==> src/rtl/alu_datapath_if.sv <==
// Strobe and observation bundle between the ALU sequencing FSM and the shared-bus datapath.
// The FSM side uses the master modport and the datapath uses the slave modport.
interface alu_datapath_if #(
  parameter int unsigned WIDTH = 16,
  parameter int unsigned PCW   = 8
);
  logic [15:0]      fullBitNum;
  logic             G0_in, G1_in, G2_in, G3_in;
  logic             G0_out, G1_out, G2_out, G3_out;
  logic             ALUin1, ALUin2;
  logic             ALU_outlach, ALU_outEN;
  logic             ext_en;
  logic [WIDTH-1:0] ext_data;
  logic             PC_inc;
  logic             done;
  logic             err_clr;
  logic [1:0]       dbg_sel;

  logic [WIDTH-1:0] bus;
  logic [PCW-1:0]   pc;
  logic             flag_z, flag_c, flag_n;
  logic             bus_err;
  logic [7:0]       retired;
  logic [WIDTH-1:0] dbg_data;

  modport master (
    output fullBitNum, G0_in, G1_in, G2_in, G3_in, G0_out, G1_out, G2_out, G3_out,
           ALUin1, ALUin2, ALU_outlach, ALU_outEN, ext_en, ext_data, PC_inc, done,
           err_clr, dbg_sel,
    input  bus, pc, flag_z, flag_c, flag_n, bus_err, retired, dbg_data
  );

  modport slave (
    input  fullBitNum, G0_in, G1_in, G2_in, G3_in, G0_out, G1_out, G2_out, G3_out,
           ALUin1, ALUin2, ALU_outlach, ALU_outEN, ext_en, ext_data, PC_inc, done,
           err_clr, dbg_sel,
    output bus, pc, flag_z, flag_c, flag_n, bus_err, retired, dbg_data
  );
endinterface

==> src/rtl/alu_datapath.sv <==
// Shared-bus datapath: general registers G0-G3, ALU operand/result latches, PC, flags,
// contention detection and a saturating retired-instruction counter.
module alu_datapath #(
  parameter int unsigned WIDTH = 16,
  parameter int unsigned PCW   = 8
) (
  input logic           clk,
  input logic           rst,
  alu_datapath_if.slave dp
);

  localparam int unsigned NDrv = 6;

  logic [WIDTH-1:0] g_q [4];
  logic [WIDTH-1:0] a_q, b_q, r_q;
  logic [PCW-1:0]   pc_q;
  logic             flag_z_q, flag_c_q, flag_n_q;
  logic             bus_err_q;
  logic [7:0]       retired_q;

  logic [NDrv-1:0]  drv;
  logic             contention;
  logic [3:0]       g_out, g_in;
  logic [WIDTH-1:0] bus_val;

  assign g_out = {dp.G3_out, dp.G2_out, dp.G1_out, dp.G0_out};
  assign g_in  = {dp.G3_in, dp.G2_in, dp.G1_in, dp.G0_in};
  assign drv   = {g_out, dp.ALU_outEN, dp.ext_en};

  // More than one bit set in the driver vector means contention.
  assign contention = (drv & (drv - NDrv'(1))) != '0;

  always_comb begin
    bus_val = '0;
    if (!contention) begin
      for (int i = 0; i < 4; i++) begin
        if (g_out[i]) bus_val = bus_val | g_q[i];
      end
      if (dp.ALU_outEN) bus_val = bus_val | r_q;
      if (dp.ext_en)    bus_val = bus_val | dp.ext_data;
    end
  end

  logic [3:0]       opcode;
  logic [3:0]       shamt;
  logic [WIDTH:0]   wide;
  logic [WIDTH-1:0] alu_r;
  logic             alu_c;
  logic             alu_valid;

  assign opcode = dp.fullBitNum[15:12];
  assign shamt  = b_q[3:0];

  // The extra bit of 'wide' holds carry, borrow or the last bit shifted out.
  always_comb begin
    wide      = '0;
    alu_r     = r_q;
    alu_c     = 1'b0;
    alu_valid = 1'b1;
    case (opcode)
      4'b1001: begin
        wide  = {1'b0, a_q} + {1'b0, b_q};
        alu_r = wide[WIDTH-1:0];
        alu_c = wide[WIDTH];
      end
      4'b1010: begin
        wide  = {1'b0, a_q} - {1'b0, b_q};
        alu_r = wide[WIDTH-1:0];
        alu_c = wide[WIDTH];
      end
      4'b1011: alu_r = a_q & b_q;
      4'b1100: alu_r = a_q | b_q;
      4'b1101: alu_r = a_q ^ b_q;
      4'b1110: begin
        wide  = {1'b0, a_q} << shamt;
        alu_r = wide[WIDTH-1:0];
        alu_c = wide[WIDTH];
      end
      4'b1111: begin
        wide  = {a_q, 1'b0} >> shamt;
        alu_r = wide[WIDTH:1];
        alu_c = wide[0];
      end
      default: alu_valid = 1'b0;
    endcase
  end

  always_ff @(posedge clk) begin
    if (!rst) begin
      for (int i = 0; i < 4; i++) g_q[i] <= '0;
      a_q       <= '0;
      b_q       <= '0;
      r_q       <= '0;
      pc_q      <= '0;
      flag_z_q  <= 1'b0;
      flag_c_q  <= 1'b0;
      flag_n_q  <= 1'b0;
      bus_err_q <= 1'b0;
      retired_q <= '0;
    end else begin
      for (int i = 0; i < 4; i++) begin
        if (g_in[i]) g_q[i] <= bus_val;
      end
      if (dp.ALUin1) a_q <= bus_val;
      if (dp.ALUin2) b_q <= bus_val;
      if (dp.ALU_outlach && alu_valid) begin
        r_q      <= alu_r;
        flag_z_q <= (alu_r == '0);
        flag_c_q <= alu_c;
        flag_n_q <= alu_r[WIDTH-1];
      end
      if (dp.PC_inc) pc_q <= pc_q + PCW'(1);
      if (dp.done && (retired_q != 8'hFF)) retired_q <= retired_q + 8'd1;
      if (contention)      bus_err_q <= 1'b1;
      else if (dp.err_clr) bus_err_q <= 1'b0;
    end
  end

  assign dp.bus      = bus_val;
  assign dp.pc       = pc_q;
  assign dp.flag_z   = flag_z_q;
  assign dp.flag_c   = flag_c_q;
  assign dp.flag_n   = flag_n_q;
  assign dp.bus_err  = bus_err_q;
  assign dp.retired  = retired_q;
  assign dp.dbg_data = g_q[dp.dbg_sel];

endmodule

==> src/flat_wrapper.sv <==
// flat-port wrapper written by rule: the top's interface ports become plain ports
module alu_datapath_flat 
#(
  parameter int unsigned WIDTH = 16,
  parameter int unsigned PCW   = 8
)
  (clk, rst, dp_fullBitNum, dp_G0_in, dp_G1_in, dp_G2_in, dp_G3_in, dp_G0_out, dp_G1_out, dp_G2_out, dp_G3_out, dp_ALUin1, dp_ALUin2, dp_ALU_outlach, dp_ALU_outEN, dp_ext_en, dp_ext_data, dp_PC_inc, dp_done, dp_err_clr, dp_dbg_sel, dp_bus, dp_pc, dp_flag_z, dp_flag_c, dp_flag_n, dp_bus_err, dp_retired, dp_dbg_data);
  alu_datapath_if #(.WIDTH(WIDTH), .PCW(PCW)) dp_i ();
  input logic clk;
  input logic rst;
  input wire logic [$bits(dp_i.fullBitNum)-1:0] dp_fullBitNum;
  input wire logic [$bits(dp_i.G0_in)-1:0] dp_G0_in;
  input wire logic [$bits(dp_i.G1_in)-1:0] dp_G1_in;
  input wire logic [$bits(dp_i.G2_in)-1:0] dp_G2_in;
  input wire logic [$bits(dp_i.G3_in)-1:0] dp_G3_in;
  input wire logic [$bits(dp_i.G0_out)-1:0] dp_G0_out;
  input wire logic [$bits(dp_i.G1_out)-1:0] dp_G1_out;
  input wire logic [$bits(dp_i.G2_out)-1:0] dp_G2_out;
  input wire logic [$bits(dp_i.G3_out)-1:0] dp_G3_out;
  input wire logic [$bits(dp_i.ALUin1)-1:0] dp_ALUin1;
  input wire logic [$bits(dp_i.ALUin2)-1:0] dp_ALUin2;
  input wire logic [$bits(dp_i.ALU_outlach)-1:0] dp_ALU_outlach;
  input wire logic [$bits(dp_i.ALU_outEN)-1:0] dp_ALU_outEN;
  input wire logic [$bits(dp_i.ext_en)-1:0] dp_ext_en;
  input wire logic [$bits(dp_i.ext_data)-1:0] dp_ext_data;
  input wire logic [$bits(dp_i.PC_inc)-1:0] dp_PC_inc;
  input wire logic [$bits(dp_i.done)-1:0] dp_done;
  input wire logic [$bits(dp_i.err_clr)-1:0] dp_err_clr;
  input wire logic [$bits(dp_i.dbg_sel)-1:0] dp_dbg_sel;
  output wire logic [$bits(dp_i.bus)-1:0] dp_bus;
  output wire logic [$bits(dp_i.pc)-1:0] dp_pc;
  output wire logic [$bits(dp_i.flag_z)-1:0] dp_flag_z;
  output wire logic [$bits(dp_i.flag_c)-1:0] dp_flag_c;
  output wire logic [$bits(dp_i.flag_n)-1:0] dp_flag_n;
  output wire logic [$bits(dp_i.bus_err)-1:0] dp_bus_err;
  output wire logic [$bits(dp_i.retired)-1:0] dp_retired;
  output wire logic [$bits(dp_i.dbg_data)-1:0] dp_dbg_data;
  assign dp_i.fullBitNum = dp_fullBitNum;
  assign dp_i.G0_in = dp_G0_in;
  assign dp_i.G1_in = dp_G1_in;
  assign dp_i.G2_in = dp_G2_in;
  assign dp_i.G3_in = dp_G3_in;
  assign dp_i.G0_out = dp_G0_out;
  assign dp_i.G1_out = dp_G1_out;
  assign dp_i.G2_out = dp_G2_out;
  assign dp_i.G3_out = dp_G3_out;
  assign dp_i.ALUin1 = dp_ALUin1;
  assign dp_i.ALUin2 = dp_ALUin2;
  assign dp_i.ALU_outlach = dp_ALU_outlach;
  assign dp_i.ALU_outEN = dp_ALU_outEN;
  assign dp_i.ext_en = dp_ext_en;
  assign dp_i.ext_data = dp_ext_data;
  assign dp_i.PC_inc = dp_PC_inc;
  assign dp_i.done = dp_done;
  assign dp_i.err_clr = dp_err_clr;
  assign dp_i.dbg_sel = dp_dbg_sel;
  assign dp_bus = dp_i.bus;
  assign dp_pc = dp_i.pc;
  assign dp_flag_z = dp_i.flag_z;
  assign dp_flag_c = dp_i.flag_c;
  assign dp_flag_n = dp_i.flag_n;
  assign dp_bus_err = dp_i.bus_err;
  assign dp_retired = dp_i.retired;
  assign dp_dbg_data = dp_i.dbg_data;
  alu_datapath #(.WIDTH(WIDTH), .PCW(PCW)) u_core (.clk(clk), .rst(rst), .dp(dp_i));
endmodule
==> config.mk <==
export PLATFORM = sky130hd
export DESIGN_NAME = alu_datapath_flat
export DESIGN_NICKNAME = d
export VERILOG_FILES = /design/src/rtl/alu_datapath_if.sv /design/src/rtl/alu_datapath.sv /design/src/flat_wrapper.sv
export SDC_FILE = /design/constraint.sdc
export NUM_CORES = 1
export LEC_CHECK = 0
export ABC_AREA = 0
export ABC_CLOCK_PERIOD_IN_PS = 6550
export BUFFER_PORTS_ARGS = -buffer_cell sky130_fd_sc_hd__buf_4
export CAP_MARGIN = 20
export CORE_AREA = 8 8 135 137
export DETAILED_ROUTE_END_ITERATION = 16
export DIE_AREA = 0 0 143 145
export PLACE_DENSITY = 0.95
export SLEW_MARGIN = 20
export SYNTH_ARGS = -nofsm -noshare
export SYNTH_HDL_FRONTEND = slang
export SYNTH_SLANG_ARGS = --single-unit
==> constraint.sdc <==
create_clock -name clk -period 6.55 [get_ports clk]
set_input_delay 0.3275 -clock clk [delete_from_list [all_inputs] [get_ports clk]]
set_output_delay 0.3275 -clock clk [all_outputs]
set_load 0.02 [all_outputs]
==> results.py <==
metrics = {
    "worst_hold_path": {
        "hold_path.class": "input pin to flip-flop",
    },
    "detailed_routing": {
        "firstDrtPassIters": 13,
        "ant_nets": 0,
        "num_vias": 10227,
        "drtIter0Drc": 1665,
        "routed_wl_mm": 36.8,
        "vias_per_cell": 7.28,
        "wl_per_cell_microns": 26.2,
        "drcViolationCount": 0,
    },
    "sta": {
        "report.final.hold_viol_count": 0,
        "min_period_ps": 4250,
        "finalMaxSlewViolations": 0,
        "fmax_mhz": 235,
        "rsz0062_at_grt": "no",
        "final-setup-viol-count": 0,
        "period_share": 0.649,
        "max_slew_margin": 0.329,
        "finClkSkew_ps": 8.97,
        "tns_ps": 0,
        "worst_pin_slew_ps": 1010,
    },
    "clock_tree": {
        "root_buffer": "clkbuf_16",
        "clock_sinks": 131,
        "cts_buffer_depth": 2,
        "hold_buffers": 0,
        "htreeDepth": 4,
        "post_cts_buffers": 0,
        "cts_resized": 0,
        "tritoncts": "built",
        "numCtsBuffers": 17,
        "clk_latency_ps": 440,
        "clk_pin_slew_worst_paths_ps": 60,
    },
    "layout": {
        "area_growth_pct": 11.1,
        "instances_no_fill": 1404,
        "diodes": 0,
        "final_nets": 1279,
        "drive_gt1_frac": 0.166,
    },
    "place": {
        "dp_hpwl_mm": 24.6,
        "dp_cells": 1372,
        "place.gp.congestion": 1.01,
        "portBuffers": 91,
    },
    "setup_path": {
        "crit_fanout": 39,
        "crit_path_end_kind": "flip-flop",
        "required_ps": 6900,
        "crit_arrival_ps": 4610,
        "worstSetupPathType": "flip-flop to flip-flop",
        "crit_path_start_kind": "flip-flop",
    },
    "logic_synthesis": {
        "yosys-top-cells-area": "edfxtp_1, dfxtp_1, mux4_2, ha_1, mux2i_1",
        "yosys_warnings": 0,
        "netlist.area_leader.share": 0.185,
        "async_flop_share": 0,
        "synth.net_count": 1255,
        "synth_edf_count": 64,
        "seq_area_frac_synth": 0.313,
        "yosys.area.top_type": "edfxtp_1",
        "synthFlopType": "dfxtp_1",
        "ys_ff_latch": 131,
        "syn_area_sq_um": 10400,
        "synth_most_common_cell": "nor2_1",
        "syn_area_per_cell_sq_um": 9.08,
        "synth_common_cells": "nor2_1, nand2_1, inv_1",
        "ys_types": 90,
        "synth_cells": 1147,
    },
    "floorplan": {
        "core-area_sq_um": 16200,
        "num_io_pins": 104,
        "die_h_microns": 145,
        "die-area_sq_um": 20700,
        "start_util": 0.644,
        "die_w_microns": 143,
        "row_count": 47,
    },
    "global_routing": {
        "grt_pass1_wl_mm": 57.7,
        "grt_pass1_vias": 9924,
        "grt_overflow": 0,
        "antenna_found_initial": 1,
        "grt_max_degree": 78,
        "grt.total_usage": 0.356,
    },
    "pwr": {
        "p_leak_uw": 0.00454,
        "ir_drop_v": 0.000264,
        "cellPowerDensity_nw_per_um2": 203,
    },
    "outcome": {
        "status": "finished, final reports clean",
    },
    "run": {
        "maxCapViolCount": 0,
    },
}
==> through the flow <==
step                      hold WS, ps  worst slack (ps)   util  power (uW)  cell area [sq um]
after detailed placement          498              2450  0.678        1360              11000
after global placement            470              2500  0.678        1350              11000
after floorplan                   457              3310      -        1230              10400
final                             204              2300  0.716        2350              11600
after global routing              219              2010  0.716        2410              11600
after CTS                         204              2380  0.716        2330              11600
==> metal layers <==
metal / share of wire / routed length (microns) / up-vias / global-route usage
li1: - / - / 4282 / -
met1: 0.35 / 12700 / 4773 / 0.446
met2: 0.46 / 16900 / 952 / 0.551
met3: 0.13 / 4930 / 218 / 0.0909
met4: 0.062 / 2300 / 2 / 0.193
met5: 0.00035 / 13 / - / 0
==> where the power goes <==
| group | internal (uW) | leakage (uW) | switching [uW] |
|---|---|---|---|
| Sequential | 896 | 0.00126 | 44.7 |
| Clock | 547 | 0.000297 | 432 |
| Combinational | 167 | 0.00299 | 267 |
==> worst paths after layout <==
kind	startpoint	end	slack, ps	depth (start not counted)
min reg2reg	u_core.dp.flag_z	u_core.dp.flag_z	500	2
max	u_core.b_q[0]	u_core.dp.flag_z	2300	12
min	dp_err_clr	u_core.dp.bus_err	200	3
max reg2reg	u_core.b_q[0]	u_core.dp.flag_z	2300	12
==> layout by cell type (no fill, tap or decap), types with 39 or more instances in the layout <==
cell type / instances
nand2_1: 85
nor2_1: 122
dfxtp_1: 65
nor2b_1: 45
inv_1: 69
ha_1: 54
mux2i_1: 49
edfxtp_1: 64
a22oi_1: 51
buf_4: 95
a21oi_1: 39
==> kinds of logic (layout without fill, tap and decap cells) <==
family,Yosys count,count (layout),share of synthesized area
mux,94,94,0.137
simple gates,406,406,0.198
fa+ha+maj,57,57,0.0697
xor+xnor,17,17,0.0143
buf+inv,161,198,0.0686
flops,131,131,0.313
compound gates,281,281,0.199
==> worst max-delay path: stages (launching register included) <==
cell and delay [ps]:
dfxtp_2 990, ha_1 380, inv_1 90, fa_1 420
nor2b_1 160, o221ai_1 270, a211oi_1 410, o21ai_0 250
a31oi_1 210, or4bb_1 450, a211oi_2 200, o211ai_1 130
o31ai_2 170
==> flip-flops by register name, summed over array words and instances, names as in the netlist <==
signal,flops
u_core.dp.bus_err,1
u_core.dp.retired,8
u_core.a_q,16
u_core.g_q,64
u_core.b_q,16
u_core.r_q,16
u_core.dp.pc,8
u_core.dp.flag_c,1
u_core.dp.flag_z,1
==> layout make-up <==
type	instances	area (sq um)
multi-input cells	855	6450
fillers	1090	4600
flip-flops and latches	131	3270
repair buffers	95	713
clock buffers	17	425
well taps	220	275
inverters	71	267
clock inverters	15	178
No activity file was read; power rests on OpenSTA's default activity.
